[src/rtl/reorder_sched_pkg.sv]
// Shared types and defaults for the reorder-queue issue scheduler.
//   sched_state_e : issue FSM states (IDLE -> ENQ -> ISSUE)
//   tag_state_e   : lifecycle of one transaction tag (free, pending, issued)
//   tag_state()   : folds the busy/issued bit pair of a tag into tag_state_e
package reorder_sched_pkg;

  localparam int NUM_REQ_DEF  = 2;
  localparam int NUM_TAGS_DEF = 4;
  localparam int TAG_W_DEF    = 2;
  localparam int SRC_W_DEF    = 1;
  localparam int BEAT_W_DEF   = 3;

  typedef enum logic [1:0] {
    IDLE  = 2'd0,
    ENQ   = 2'd1,
    ISSUE = 2'd2
  } sched_state_e;

  typedef enum logic [1:0] {
    TAG_FREE    = 2'd0,
    TAG_PENDING = 2'd1,
    TAG_ISSUED  = 2'd2
  } tag_state_e;

  // A tag is pending while its request sits in ENQ/ISSUE, issued once downstream accepted it.
  function automatic tag_state_e tag_state(input logic busy, input logic issued);
    tag_state_e st;
    if (!busy) begin
      st = TAG_FREE;
    end else if (issued) begin
      st = TAG_ISSUED;
    end else begin
      st = TAG_PENDING;
    end
    return st;
  endfunction

endpackage

[src/rtl/reorder_tag_scheduler_rr_arbiter.sv]
// Round-robin arbiter.
//   req   : request vector          en    : arbitration allowed this cycle
//   grant : one-hot grant           idx   : index of the granted requester
//   valid : a grant was made; the priority pointer then moves past the winner
module rr_arbiter #(
  parameter int NUM_REQ = 2,
  parameter int SRC_W   = 1
) (
  input  logic               clk,
  input  logic               reset,
  input  logic [NUM_REQ-1:0] req,
  input  logic               en,
  output logic [NUM_REQ-1:0] grant,
  output logic [SRC_W-1:0]   idx,
  output logic               valid
);

  logic [SRC_W-1:0]   ptr_r;
  logic [SRC_W-1:0]   cand_s;
  logic [NUM_REQ-1:0] grant_s;
  logic [SRC_W-1:0]   idx_s;
  logic               found_s;

  // Scan requesters starting at the pointer; first active one wins.
  always_comb begin
    grant_s = '0;
    idx_s   = '0;
    found_s = 1'b0;
    cand_s  = '0;
    for (int k = 0; k < NUM_REQ; k++) begin
      cand_s = SRC_W'((int'(ptr_r) + k) % NUM_REQ);
      if (en && !found_s && req[cand_s]) begin
        grant_s[cand_s] = 1'b1;
        idx_s           = cand_s;
        found_s         = 1'b1;
      end else begin
        found_s = found_s;
      end
    end
  end

  // Priority pointer: one past the last winner.
  always_ff @(posedge clk or posedge reset) begin
    if (reset) begin
      ptr_r <= '0;
    end else if (found_s) begin
      ptr_r <= SRC_W'((int'(idx_s) + 1) % NUM_REQ);
    end
  end

  assign grant = grant_s;
  assign idx   = idx_s;
  assign valid = found_s;

endmodule

[src/rtl/reorder_tag_scheduler.sv]
// Issue-side scheduler for the reorder queue.
// Arbitrates requesters round-robin, allocates the lowest free tag, writes the
// request into the reorder queue (rq_enq_*), issues it downstream (issue_*),
// and retires the tag through rq_deq_* when the last response beat returns,
// reporting completion on done_* one cycle later.
//   req_*      : requester side (req_ready is a combinational one-hot grant)
//   rq_enq_*   : queue write port        issue_*   : downstream request
//   resp_*     : downstream response     rq_deq_*  : queue retire port
//   done_*     : registered completion   err_unmatched : bad response tag
//   outstanding: registered count of busy tags
module reorder_tag_scheduler
  import reorder_sched_pkg::*;
#(
  parameter int NUM_REQ  = NUM_REQ_DEF,
  parameter int NUM_TAGS = NUM_TAGS_DEF,
  parameter int TAG_W    = TAG_W_DEF,
  parameter int SRC_W    = SRC_W_DEF,
  parameter int BEAT_W   = BEAT_W_DEF
) (
  input  logic                      clk,
  input  logic                      reset,
  input  logic [NUM_REQ-1:0]        req_valid,
  output logic [NUM_REQ-1:0]        req_ready,
  input  logic [NUM_REQ*BEAT_W-1:0] req_addr_beat,
  input  logic [NUM_REQ-1:0]        req_subblock,
  output logic                      rq_enq_valid,
  input  logic                      rq_enq_ready,
  output logic [BEAT_W-1:0]         rq_enq_addr_beat,
  output logic                      rq_enq_subblock,
  output logic [TAG_W-1:0]          rq_enq_tag,
  output logic                      issue_valid,
  input  logic                      issue_ready,
  output logic [TAG_W-1:0]          issue_tag,
  output logic [SRC_W-1:0]          issue_src,
  input  logic                      resp_valid,
  input  logic                      resp_last,
  input  logic [TAG_W-1:0]          resp_tag,
  output logic                      rq_deq_valid,
  output logic [TAG_W-1:0]          rq_deq_tag,
  input  logic [BEAT_W-1:0]         rq_deq_addr_beat,
  input  logic                      rq_deq_subblock,
  input  logic                      rq_deq_matches,
  output logic                      done_valid,
  output logic [SRC_W-1:0]          done_src,
  output logic [BEAT_W-1:0]         done_addr_beat,
  output logic                      done_subblock,
  output logic [TAG_W-1:0]          done_tag,
  output logic                      err_unmatched,
  output logic [TAG_W:0]            outstanding
);

  localparam int CNT_W = TAG_W + 1;

  sched_state_e         state_r, state_next_s;
  logic [SRC_W-1:0]     cur_src_r;
  logic [BEAT_W-1:0]    cur_beat_r;
  logic                 cur_sub_r;
  logic [TAG_W-1:0]     cur_tag_r;
  logic [NUM_TAGS-1:0]  busy_r, busy_next_s;
  logic [NUM_TAGS-1:0]  issued_r, issued_next_s;
  logic [SRC_W-1:0]     src_tab_r [NUM_TAGS];
  logic [TAG_W-1:0]     free_tag_s;
  logic                 any_free_s;
  logic                 grant_en_s, grant_fire_s, issue_fire_s;
  logic [NUM_REQ-1:0]   grant_s;
  logic [SRC_W-1:0]     win_s;
  logic                 resp_end_s, retire_s, bad_resp_s;
  logic [CNT_W-1:0]     busy_cnt_s;
  logic                 done_valid_r, done_sub_r, err_r;
  logic [SRC_W-1:0]     done_src_r;
  logic [BEAT_W-1:0]    done_beat_r;
  logic [TAG_W-1:0]     done_tag_r;
  logic [CNT_W-1:0]     outstanding_r;

  // Lowest-index free tag (descending scan so the lowest hit is kept).
  always_comb begin
    free_tag_s = '0;
    any_free_s = 1'b0;
    for (int t = NUM_TAGS - 1; t >= 0; t--) begin
      if (!busy_r[t]) begin
        free_tag_s = TAG_W'(t);
        any_free_s = 1'b1;
      end else begin
        any_free_s = any_free_s;
      end
    end
  end

  // Grants only in IDLE with a free tag; reset masks the combinational grant.
  assign grant_en_s = (state_r == IDLE) && any_free_s && !reset;

  rr_arbiter #(.NUM_REQ(NUM_REQ), .SRC_W(SRC_W)) u_arb (
    .clk   (clk),
    .reset (reset),
    .req   (req_valid),
    .en    (grant_en_s),
    .grant (grant_s),
    .idx   (win_s),
    .valid (grant_fire_s)
  );

  assign req_ready = grant_s;

  // Issue FSM next state and handshake outputs.
  always_comb begin
    state_next_s = state_r;
    rq_enq_valid = 1'b0;
    issue_valid  = 1'b0;
    case (state_r)
      IDLE: begin
        if (grant_fire_s) state_next_s = ENQ;
        else              state_next_s = IDLE;
      end
      ENQ: begin
        rq_enq_valid = 1'b1;
        if (rq_enq_ready) state_next_s = ISSUE;
        else              state_next_s = ENQ;
      end
      ISSUE: begin
        issue_valid = 1'b1;
        if (issue_ready) state_next_s = IDLE;
        else             state_next_s = ISSUE;
      end
      default: state_next_s = IDLE;
    endcase
  end

  assign issue_fire_s = issue_valid && issue_ready;

  // Only a last beat for an issued tag retires it; anything else is an error.
  assign resp_end_s   = resp_valid && resp_last;
  assign rq_deq_valid = resp_end_s && (tag_state(busy_r[resp_tag], issued_r[resp_tag]) == TAG_ISSUED);
  assign rq_deq_tag   = resp_tag;
  assign retire_s     = rq_deq_valid && rq_deq_matches;
  assign bad_resp_s   = resp_end_s && !retire_s;

  // Tag vector updates; retire and grant never touch the same tag.
  always_comb begin
    busy_next_s   = busy_r;
    issued_next_s = issued_r;
    if (retire_s) begin
      busy_next_s[resp_tag]   = 1'b0;
      issued_next_s[resp_tag] = 1'b0;
    end else begin
      busy_next_s = busy_next_s;
    end
    if (grant_fire_s) begin
      busy_next_s[free_tag_s] = 1'b1;
    end else begin
      busy_next_s = busy_next_s;
    end
    if (issue_fire_s) begin
      issued_next_s[cur_tag_r] = 1'b1;
    end else begin
      issued_next_s = issued_next_s;
    end
  end

  // Popcount of the next busy vector so outstanding tracks busy_r exactly.
  always_comb begin
    busy_cnt_s = '0;
    for (int t = 0; t < NUM_TAGS; t++) begin
      busy_cnt_s = busy_cnt_s + CNT_W'(busy_next_s[t]);
    end
  end

  // FSM, tag state, latched request and per-tag source table.
  always_ff @(posedge clk or posedge reset) begin
    if (reset) begin
      state_r       <= IDLE;
      busy_r        <= '0;
      issued_r      <= '0;
      outstanding_r <= '0;
      cur_src_r     <= '0;
      cur_beat_r    <= '0;
      cur_sub_r     <= 1'b0;
      cur_tag_r     <= '0;
      for (int t = 0; t < NUM_TAGS; t++) src_tab_r[t] <= '0;
    end else begin
      state_r       <= state_next_s;
      busy_r        <= busy_next_s;
      issued_r      <= issued_next_s;
      outstanding_r <= busy_cnt_s;
      if (grant_fire_s) begin
        cur_src_r             <= win_s;
        cur_beat_r            <= req_addr_beat[int'(win_s) * BEAT_W +: BEAT_W];
        cur_sub_r             <= req_subblock[win_s];
        cur_tag_r             <= free_tag_s;
        src_tab_r[free_tag_s] <= win_s;
      end
    end
  end

  // Completion and error pulses, one cycle after the response beat.
  always_ff @(posedge clk or posedge reset) begin
    if (reset) begin
      done_valid_r <= 1'b0;
      done_src_r   <= '0;
      done_beat_r  <= '0;
      done_sub_r   <= 1'b0;
      done_tag_r   <= '0;
      err_r        <= 1'b0;
    end else begin
      done_valid_r <= retire_s;
      err_r        <= bad_resp_s;
      if (retire_s) begin
        done_src_r  <= src_tab_r[resp_tag];
        done_beat_r <= rq_deq_addr_beat;
        done_sub_r  <= rq_deq_subblock;
        done_tag_r  <= resp_tag;
      end
    end
  end

  assign rq_enq_addr_beat = cur_beat_r;
  assign rq_enq_subblock  = cur_sub_r;
  assign rq_enq_tag       = cur_tag_r;
  assign issue_tag        = cur_tag_r;
  assign issue_src        = cur_src_r;
  assign done_valid       = done_valid_r;
  assign done_src         = done_src_r;
  assign done_addr_beat   = done_beat_r;
  assign done_subblock    = done_sub_r;
  assign done_tag         = done_tag_r;
  assign err_unmatched    = err_r;
  assign outstanding      = outstanding_r;

endmodule

[config.mk]
export PLATFORM = sky130hd
export DESIGN_NAME = reorder_tag_scheduler
export DESIGN_NICKNAME = d
export VERILOG_FILES = /design/src/rtl/reorder_sched_pkg.sv /design/src/rtl/reorder_tag_scheduler_rr_arbiter.sv /design/src/rtl/reorder_tag_scheduler.sv
export SDC_FILE = /design/constraint.sdc
export NUM_CORES = 1
export LEC_CHECK = 0
export ABC_AREA = 1
export CAP_MARGIN = 20
export CORE_ASPECT_RATIO = 1.4
export CORE_UTILIZATION = 42
export CTS_CLUSTER_SIZE = 14
export DETAILED_ROUTE_END_ITERATION = 12
export PLACE_DENSITY = 0.87
export SLEW_MARGIN = 20
export SYNTH_ARGS = -nofsm -noshare
export SYNTH_HDL_FRONTEND = slang
export SYNTH_SLANG_ARGS = --single-unit
export TNS_END_PERCENT = 20
[constraint.sdc]
create_clock -name clk -period 2.4 [get_ports clk]
set_input_delay 0.48 -clock clk [delete_from_list [all_inputs] [get_ports clk]]
set_output_delay 0.48 -clock clk [all_outputs]
set_load 0.05 [all_outputs]
Yosys cells after proc, flatten, opt, wreduce, memory -nomap -nowiden
Index checks and enable logic that the tools add are counted.
{"block": "word_totals", "in_bits": 23, "elab_cells": 123, "ff_bits": 34, "output_inout_bits": 28}
{"block": "classes", "n_mux": 52, "n_mul": 1, "reduce_logical": 20, "bitwise": 8, "eq_ne": 3, "add_sub_neg": 5, "order_cmp": 14, "shift": 1}
{"cell": "1-bit two-way mux", "count": 27}
{"cell": "2-bit two-way mux", "count": 10}
{"cell": "1-bit logical AND", "count": 16}
{"cell": "4-bit two-way mux", "count": 4}
{"cell": "2-bit by 3-bit less-than comparator with 1-bit output, second input constant", "count": 3}
{"cell": "4-bit AND", "count": 2}
{"cell": "1-bit demux with 2-bit select", "count": 4}
{"cell": "4-bit bitwise OR", "count": 2}
{"cell": "1-bit binary-select mux with 2-bit select", "count": 3}
{"cell": "2-bit by 1-bit >= comparator with 1-bit output, second input constant", "count": 3}
{"cell": "3-bit >= comparator, second input constant", "count": 2}
{"cell": "1-bit by 2-bit less-than comparator with 1-bit output, second input constant", "count": 3}
{"cell": "2-bit NOT with 3-bit output", "count": 2}
{"cell": "2-bit one-hot mux with 3 select lines", "count": 1}
{"cell": "6-bit by 4-bit variable part select with 3-bit output", "count": 1}
{"cell": "4-bit bitwise mux", "count": 1}
{"cell": "2-bit == test, second input constant", "count": 2}
{"cell": "4-bit NOT", "count": 1}
{"cell": "2-bit by 1-bit adder with 3-bit output", "count": 1}
{"cell": "3-bit by 1-bit adder with 3-bit output", "count": 1}
{"cell": "1-bit logical NOT", "count": 3}
{"cell": "3-bit by 1-bit less-than comparator with 1-bit output, second input constant", "count": 1}
{"cell": "1-bit by 2-bit multiplier with 3-bit output, second input constant", "count": 1}
{"cell": "1-bit adder, second input constant", "count": 2}
{"cell": "6 further kinds", "count": 8}

Logic depth before layout (Yosys ltp)
{"block": "logic_depth", "ltp_word": 16, "depth_mapped": 13, "mapped_depth_nobuf": 11}

Hierarchy
A second synthesis with hierarchy kept.
{"block": "hier_totals", "cells_unflattened": 204, "area_unflattened_um2": 1697.9}
{"mod": "reorder_tag_scheduler", "n_inst": 1, "area_each_um2": 1616.6, "cells_per_inst": 192, "seq_area_each_um2": 825.8}
{"mod": "rr_arbiter", "n_inst": 1, "area_each_um2": 81.3, "cells_per_inst": 12, "seq_area_each_um2": 25.0}

Worst setup path after synthesis
No wires, ideal clock.
{"block": "synth_path", "path_kind": "input to register", "startpoint": "input port resp_tag[0]", "endpoint": "register outstanding_r[1] (netlist: outstanding[1])", "required_time_ps": 2274, "path_buffers": 2, "stages": 13, "setup_slack_ps": -120, "setup_ps": 126, "t_arrival_ps": 2394, "cell_sequence": "buf_6 -> nor2_4 -> nand2_1 -> nand2_1 -> nor2_2 -> nor2_4 -> nand3_4 -> buf_6 -> nand2_1 -> nand3_1 -> fa_1 -> ha_1 -> ha_1"}
{"block": "synth_via", "elab_chain_cells": 13, "word_cells_on_any_way": 22, "classes_between": "3 x add/sub; 2 x order compare; 1 x eq/ne; 10 x mux; 3 x bitwise; 3 x reduce/logical"}
{"item": "from (decl)", "line_no": "reorder_tag_scheduler.sv:37", "text": "input logic [TAG_W-1:0] resp_tag,"}
{"item": "1-bit binary-select mux with 2-bit select", "line_no": "reorder_tag_scheduler.sv:132", "text": "assign rq_deq_valid = resp_end_s && (tag_state(busy_r[resp_tag], issued_r[resp_tag]) == TAG_ISSUED);"}
{"item": "1-bit two-way mux (not written as such)", "line_no": "reorder_tag_scheduler.sv:132"}
{"item": "2-bit two-way mux", "line_no": "reorder_sched_pkg.sv:30", "text": "end else if (issued) begin"}
{"item": "2-bit two-way mux", "line_no": "reorder_sched_pkg.sv:28", "text": "if (!busy) begin"}
{"item": "2-bit == test", "line_no": "reorder_tag_scheduler.sv:132"}
{"item": "1-bit logical AND", "line_no": "reorder_tag_scheduler.sv:132"}
{"item": "1-bit logical AND", "line_no": "reorder_tag_scheduler.sv:134", "text": "assign retire_s = rq_deq_valid && rq_deq_matches;"}
{"item": "4-bit two-way mux (*)", "line_no": "reorder_tag_scheduler.sv:141", "text": "if (retire_s) begin"}
{"item": "4-bit bitwise OR (no source line)"}
{"item": "4-bit two-way mux (*)", "line_no": "reorder_tag_scheduler.sv:147", "text": "if (grant_fire_s) begin"}
{"item": "named net busy_next_s[0]", "line_no": "reorder_tag_scheduler.sv:59", "text": "logic [NUM_TAGS-1:0] busy_r, busy_next_s;"}
{"item": "1-bit by 1-bit adder with 2-bit output (*)", "line_no": "reorder_tag_scheduler.sv:163", "text": "busy_cnt_s = busy_cnt_s + CNT_W'(busy_next_s[t]);"}
{"item": "2-bit by 1-bit adder with 3-bit output (*)", "line_no": "reorder_tag_scheduler.sv:163"}
{"item": "3-bit by 1-bit adder with 3-bit output (*)", "line_no": "reorder_tag_scheduler.sv:163"}
{"item": "named net busy_cnt_s[1]", "line_no": "reorder_tag_scheduler.sv:68", "text": "logic [CNT_W-1:0] busy_cnt_s;"}
{"item": "to (signal assigned)", "line_no": "reorder_tag_scheduler.sv:183", "text": "outstanding_r <= busy_cnt_s;"}
{"item": "to (decl)", "line_no": "reorder_tag_scheduler.sv:73", "text": "logic [CNT_W-1:0] outstanding_r;"}
Mark *: on every way through the listed nets, which the timed path passes. The rest lies on a longest branch. The select of a mux whose other input is x is not followed.
A chain may end at the register's enable or synchronous reset.

Worst setup path in the final report
{"block": "layout_path", "startpoint": "input port reset", "endpoint": "register outstanding_r[1] (netlist: outstanding[1])"}
{"block": "layout_via", "elab_chain_cells": 12}
{"item": "from (decl)", "line_no": "reorder_tag_scheduler.sv:21", "text": "input logic reset,"}
{"item": "1-bit logical NOT (no source line) (*)"}
{"item": "1-bit logical AND (*)", "line_no": "reorder_tag_scheduler.sv:90", "text": "assign grant_en_s = (state_r == IDLE) && any_free_s && !reset;"}
{"item": "1-bit logical AND", "line_no": "reorder_tag_scheduler_rr_arbiter.sv:32", "text": "if (en && !found_s && req[cand_s]) begin"}
{"item": "1-bit two-way mux", "line_no": "reorder_tag_scheduler_rr_arbiter.sv:32"}
{"item": "1-bit logical NOT", "line_no": "reorder_tag_scheduler_rr_arbiter.sv:32"}
{"item": "1-bit logical AND (2 in series)", "line_no": "reorder_tag_scheduler_rr_arbiter.sv:32"}
{"item": "1-bit two-way mux (*)", "line_no": "reorder_tag_scheduler_rr_arbiter.sv:32"}
{"item": "4-bit two-way mux (*)", "line_no": "reorder_tag_scheduler.sv:147"}
{"item": "named net busy_next_s[1]", "line_no": "reorder_tag_scheduler.sv:59"}
{"item": "1-bit by 1-bit adder with 2-bit output (*)", "line_no": "reorder_tag_scheduler.sv:163"}
{"item": "2-bit by 1-bit adder with 3-bit output (*)", "line_no": "reorder_tag_scheduler.sv:163"}
{"item": "3-bit by 1-bit adder with 3-bit output (*)", "line_no": "reorder_tag_scheduler.sv:163"}
{"item": "named net busy_cnt_s[1]", "line_no": "reorder_tag_scheduler.sv:68"}
Mark *: on every way through the listed nets, which the timed path passes. The rest lies on a longest branch.

==> flow_summary.yaml <==
power:
  vdd_drop_max_v: 0.000897
  p_total_uw: 3280
  powerDensity_mw_per_mm2: 1270
  p_leak_uw: 0.00129
cells_and_area:
  utilization_pct: 68.9
  num-fill-cells: 301
  syn2layout_area_growth_pct: 53.3
  diodes: 0
  finalNetCount: 313
  drive_gt1_share_pct: 22.6
setup_path:
  end_kind: "register"
  path_cells: "clkdlybuf4s50_1 > nor3_2 > nand2_2 > a21oi_4 > nand3_2 > nand2_2 > fa_1 > ha_2 > ha_1"
  timing.rr.end: "outstanding[1]"
  slowest_stage: "clkdlybuf4s50_1"
  cpPeakStageDelay_ps: 440
  arrival_ps: 2490
  worstPathRequired_ps: 2570
  start_kind: "input pin"
  endpoint: "outstanding[1]"
  r2r-start: "busy_r[0]"
  critPathMaxFanout: 6
  regToRegSetupSlack_ps: 170
  worstRegToRegCells: 10
  critPathLaunch: "reset"
  cp_common_cell: "nand2_2"
  worst-setup-path-type: "in2reg"
floorplan:
  die_area_mm2: 0.00426
  die_h_um: 76.9
  core_mm2: 0.00374
  top_level_ports: 51
  core.rowCount: 26
  start_util_pct: 44.9
  die_w_um: 55.5
synthesis:
  synth_ff_type: "dfrtp_1"
  syn_area_mm2: 0.00168
  yosys_warnings: 0
  synth_async_sr_flop_share_pct: 100
  synth_common_cells: "nand2_1 (65), dfrtp_1 (34), inv_1 (26)"
  syn_nets: 234
  yosysTopAreaCellShare_pct: 50.6
  synth_edf_count: 0
  ys_seq_area_share_pct: 50.6
  synthTopCellsByArea: "dfrtp_1 (51%), nand2_1 (15%), nand3_1 (6.3%)"
  syn_inst: 208
  synth.distinct_cells: 21
  synth_top_area_cell: "dfrtp_1"
  ys_seq_elements: 34
  synthMostInstantiatedCell: "nand2_1"
  syn_avg_cell_area_um2: 8.08
detailed_routing:
  firstDrtPassIters: 4
  viasPerCell: 4.88
  drt_iter0_drc: 36
  final_antenna_net_count: 0
  routed_wl_um: 4030
  drc: 0
  wire_per_inst_um: 12.2
  vias: 1607
clock_network:
  cts_buffer_depth: 2
  cts_tree: "done"
  numCtsBuffers: 5
  clkSinkCount: 34
  cts_htree_levels: 2
  clockRootBuffer: "clkbuf_8"
  path_clk_slew_ps: 60
  clk-insertion-delay-late_ps: 280
  hold_buffers: 0
global_route:
  grt_usage_pct: 21.0
  antenna_found_initial: 0
  grt.overflow.total: 0
  grt_pass1_vias: 1640
  grt_max_degree: 35
  grt_pass1_wl_um: 7140
timing:
  worst_slew_pin_slew_ps: 512
  hold_viol_final: 0
  fmax_mhz: 430
  min_period_ps: 2320
  fin_crit_sh_pct: 96.8
  clock_skew_ps: 1.52
  setup_violations: 0
  slew_headroom_pct: 65.7
  rsz0062_at_grt: "yes"
  drv_slew: 0
placement:
  place_congestion: 0.926
  io_buffers: 50
  hpwl_um: 3010
hold_path:
  worstHoldPathType: "reg2reg"
flow_run:
  cap_violations: 0
run_status:
  outcome: "complete, no violations"
-- timing repair --
action	CTS	global route
pin swaps	6	8
endpoints found under the setup margin	5	3
gates resized for setup	7	15
gates cloned	1	0
buffers inserted	2	5
-- report_power, final --
part           switching [µW]  internal, µW
sequential                188           823
clock                     198           194
combinational            1170           708
total                    1560          1730
-- cell type report --
| class | instances | area [µm²] | area share, % |
|---|---|---|---|
| clock inverters | 2 | 10.0 | 0.388 |
| inverters | 27 | 101 | 3.93 |
| flip-flops and latches | 34 | 851 | 33.0 |
| multi-input cells | 139 | 717 | 27.8 |
| well taps | 42 | 52.6 | 2.04 |
| repair buffers | 80 | 777 | 30.1 |
| clock buffers | 5 | 68.8 | 2.67 |
-- placed cells by master, fill, tap and decap left out, types with 2 or more instances in the layout --
cell type / netlist / routed
nand2_2: 0 / 6
buf_4: 4 / 27
nand3_1: 21 / 18
a21oi_1: 2 / 2
nor3_2: 0 / 2
inv_1: 26 / 23
clkbuf_2: 1 / 2
buf_12: 0 / 5
nor2_4: 2 / 2
dfrtp_1: 34 / 34
inv_2: 1 / 4
nor2_1: 16 / 16
buf_6: 2 / 3
nand2_1: 65 / 59
clkdlybuf4s50_1: 0 / 43
nand4_1: 8 / 8
o21ai_0: 16 / 16
clkinv_2: 0 / 2
nand3_2: 0 / 3
clkbuf_8: 0 / 5
-- registers in the layout, summed over array words and instances (netlist names), 2 cells and up --
register,flops
done_tag,2
busy_r,4
issued_r,4
issue_tag,2
rq_enq_addr_beat,3
src_tab_r,4
outstanding,3
state_r,2
done_addr_beat,3
-- through the flow --
stage	setup TNS [ps]	worst slack [ps]	instances	instance area [µm²]	hold slack, ps
detailed placement	-1600	-564	314	2400	458
floorplan	-63.6	-63.6	208	1690	437
finish	0	76.6	329	2580	472
global route	-46.3	-38.3	329	2580	500
CTS	-3.46	-3.46	324	2520	474
global placement	-1270	-467	314	2400	453
-- layer usage --
| layer | vias to the layer above | wire length [µm] | GRT usage (%) |
|---|---|---|---|
| met2 | 48 | 2140 | 37.1 |
| met4 | 0 | 97 | 9.50 |
| met3 | 10 | 159 | 4.55 |
| met5 | - | 0 | 0 |
| li1 | 816 | - | - |
| met1 | 733 | 1630 | 24.0 |
-- kinds of logic after synthesis --
kind of cell	after synthesis	share of synthesized area (%)
buffers and inverters	35	9.75
AO/OA/AOI/OAI	20	6.32
AND/OR/NAND/NOR	116	30.7
adder cells (fa/ha/maj)	3	2.68
flip-flops	34	50.6
-- worst min-delay path by stage --
stage / start / end / slack (ps) / cells past startpoint
2_1_floorplan: u_arb.ptr_r / u_arb.ptr_r / 440 / 2
3_3_place_gp: u_arb.ptr_r / u_arb.ptr_r / 450 / 2
3_5_place_dp: u_arb.ptr_r / u_arb.ptr_r / 460 / 2
4_1_cts: u_arb.ptr_r / u_arb.ptr_r / 470 / 2
5_1_grt: u_arb.ptr_r / u_arb.ptr_r / 500 / 2
6_report: u_arb.ptr_r / u_arb.ptr_r / 470 / 2
-- critical path: cells and delay by family --
family          cells  cell delay [ps]
simple gates        4              490
fa+ha+maj           3              870
compound gates      1              220
buf+inv             1              440
No activity file was read; power rests on OpenSTA's default activity.
==> RTL edit (same settings) <==
Make the reset (`reset`) synchronous in 3 clocked blocks.
--- a/src/rtl/reorder_tag_scheduler_rr_arbiter.sv
+++ b/src/rtl/reorder_tag_scheduler_rr_arbiter.sv
@@ -42,3 +42,3 @@
   // Priority pointer: one past the last winner.
-  always_ff @(posedge clk or posedge reset) begin
+  always_ff @(posedge clk) begin
     if (reset) begin
--- a/src/rtl/reorder_tag_scheduler.sv
+++ b/src/rtl/reorder_tag_scheduler.sv
@@ -167,3 +167,3 @@
   // FSM, tag state, latched request and per-tag source table.
-  always_ff @(posedge clk or posedge reset) begin
+  always_ff @(posedge clk) begin
     if (reset) begin
@@ -194,3 +194,3 @@
   // Completion and error pulses, one cycle after the response beat.
-  always_ff @(posedge clk or posedge reset) begin
+  always_ff @(posedge clk) begin
     if (reset) begin
Formal check against the unedited RTL: differs if reset is asserted again (counterexample within 4 cycles, from zero or initial values and one cycle with reset high); with reset held inactive, the same outputs for 10 cycles.
==> RTL edit against the original RTL <==
Worst setup slack worse by 0.028 ns; critical path depth is 4 higher; cell area rose by 10%; sequential cell count unchanged; highest routed layer unchanged; cell count rose by 9.1%; count of clock-buffer cells in the layout unchanged; synthesized area increased by 2.5%; routed wire length up 26%.
Power is not compared: it rests on default switching activity, and its combinational part moved more than twofold at a synthesized area within 25%.
==> RTL edit: results (changes against the original RTL) <==
* Placer congestion estimate at 0.799 (was 0.926)
* # port buffers at 50 (unchanged)
* Critical Path AT at 2.54 ns (was 2.49 ns)
* Final Skew at 0.00768 ns (was 0.00152 ns)
* Clk_lat worst skew at 0.30 ns (was 0.28 ns)
* Outcome: completed (unchanged)
* Drt initial violations at 58 (was 36)
* Synth unique cells at 33 (was 21)
* YS warnings at 0 (unchanged)
* Worst hold path type: flip-flop to flip-flop (unchanged)
* Max VDD drop at 0.443 mV
* First-pass GRT wire length at 7930 um (was 7140 um)
* EDFF count, synth at 4 (was 0)
* Routed WL at 5090 um (was 4030 um)
* Vias at 1826 (was 1607)
* Worst-path clk slew at 0.08 ns (was 0.06 ns)
* Critical-path top delay cell: dfxtp_1 (was clkdlybuf4s50_1)
* Top cells by count, synth: nand2_1, dfxtp_1, inv_1 (was nand2_1, dfrtp_1, inv_1)
* Longest Clk Path Bufs at 2 (unchanged)
* Sequential share of the synthesized area at 41.8% (was 50.6%)
* CP max stage delay at 0.42 ns (was 0.44 ns)
* Critical path peak fanout at 4 (was 6)
* Total GRT Usage at 23.4% (was 21.0%)
* Setup TNS at 0 ns (unchanged)
* Ys async rst share at 0% (was 100%)
* FILL cells at 267 (was 301)
* Largest registers: busy_r x4, issued_r x4, src_tab_r x4 (unchanged)
* Actual slew at the worst max-slew pin at 0.569 ns (was 0.512 ns)
* H-tree Lvls at 2 (unchanged)
* Top post-synthesis cells by area: dfxtp_1, nand2_1, edfxtp_1 (was dfrtp_1, nand2_1, nand3_1)
* Largest net degree at the start of global routing at 19 (was 35)
* Antenna cell count at 0 (unchanged)
* Hpwl dp at 3160 um (was 3010 um)
* Worst path top cell family by delay: simple AND/OR/NAND/NOR gates (was adder cells)
* Vias in the first global route at 1859 (was 1640)
* CTS Buf Count at 5 (unchanged)
* Clk root buf: clkbuf_8 (unchanged)
* Syn_nets at 243 (was 234)
* Proportion of layout cells with a drive suffix above 1 at 38.6% (was 22.6%)
* Nets@finish at 341 (was 313)
* Leak Pwr at 1.23 nW
* DR pass1 iterations at 4 (unchanged)
-- RTL edit: cell count changes in the layout (fill, tap and decap cells not counted), moves of 4 or more --
cell	change
dfxtp_1	+26
o21ai_0	-15
edfxtp_1	+4
o21ai_1	+5
buf_4	+24
nor2_1	-4
a21oi_1	+12
and2_4	+4
dfrtp_1	-34
nand2_1	-16
nand3_2	+10
nand3_1	-11
-- RTL edit: where the power goes --
group	internal [mW]	switching, mW
clock network	0.309	0.234
registers	0.597	0.0166
logic	0.161	0.192
total	1.07	0.442
-- RTL edit: layer usage --
layer  wire length, um  global-route usage [%]  up-vias
met5                 0                       0        -
met4               218                    12.9        0
met3               190                    5.33       17
met2              2780                    44.6       56
met1              1900                    22.4      858
li1                  -                       -      895
-- RTL edit: logic make-up (layout without fill, tap and decap cells) --
group           Yosys count  in the layout  synth area share, %
fa+ha+maj                 3              3                 2.61
buf+inv                  42            141                 12.3
flops                    34             34                 41.8
compound gates           27             27                 8.93
simple gates            111            111                 34.4
-- RTL edit: final timing paths --
| path | start | end | slack, ns | depth (start not counted) |
|---|---|---|---|---|
| max reg2reg | busy_r[1]$_SDFF_PP0_ | outstanding[1]$_SDFF_PP0_ | 0.05 | 13 |
| max | busy_r[1]$_SDFF_PP0_ | outstanding[1]$_SDFF_PP0_ | 0.05 | 13 |
| min reg2reg | done_tag[0]$_SDFFE_PP0N_ | done_tag[0]$_SDFFE_PP0N_ | 0.46 | 2 |
| min | done_tag[0]$_SDFFE_PP0N_ | done_tag[0]$_SDFFE_PP0N_ | 0.46 | 2 |
-- RTL edit: timing repair --
action	in CTS	in global routing
endpoints found under the setup margin	4	5
gates cloned	1	0
buffers inserted	19	3
gates resized for setup	14	29
pin swaps	11	14
-- RTL edit: area by class of cell --
type	instances	area share, %
repair buffers	103	33.3
multi-input cells	141	31.0
inverters	30	4.06
well taps	43	1.90
clock inverters	3	1.59
flip-flops and latches	34	25.7
clock buffers	5	2.43
-- RTL edit: per-stage QoR --
stage | worst slack (ns) | utilization, % | cells | power (mW) | instance area [um^2]
after floorplan | -0.0642 | - | 217 | 0.800 | 1750
after global placement | -0.607 | 63.1 | 328 | 0.924 | 2470
after detailed placement | -0.698 | 63.1 | 328 | 0.932 | 2470
after CTS | 0.00237 | 70.0 | 356 | 1.49 | 2740
after global routing | -0.0481 | 72.4 | 359 | 1.57 | 2840
final | 0.0489 | 72.4 | 359 | 1.51 | 2840
-- RTL edit: worst register-to-register path, cell delays in order (launching register included) --
cell and delay [ns]:
dfxtp_1 0.42, nand2_1 0.09, o21ai_1 0.07, nand2_1 0.09
nand2_1 0.16, nand4_1 0.17, nand2_2 0.13, and2_4 0.16
fa_1 0.41, inv_1 0.09, ha_2 0.19, ha_4 0.19
inv_1 0.04, nor2_1 0.03
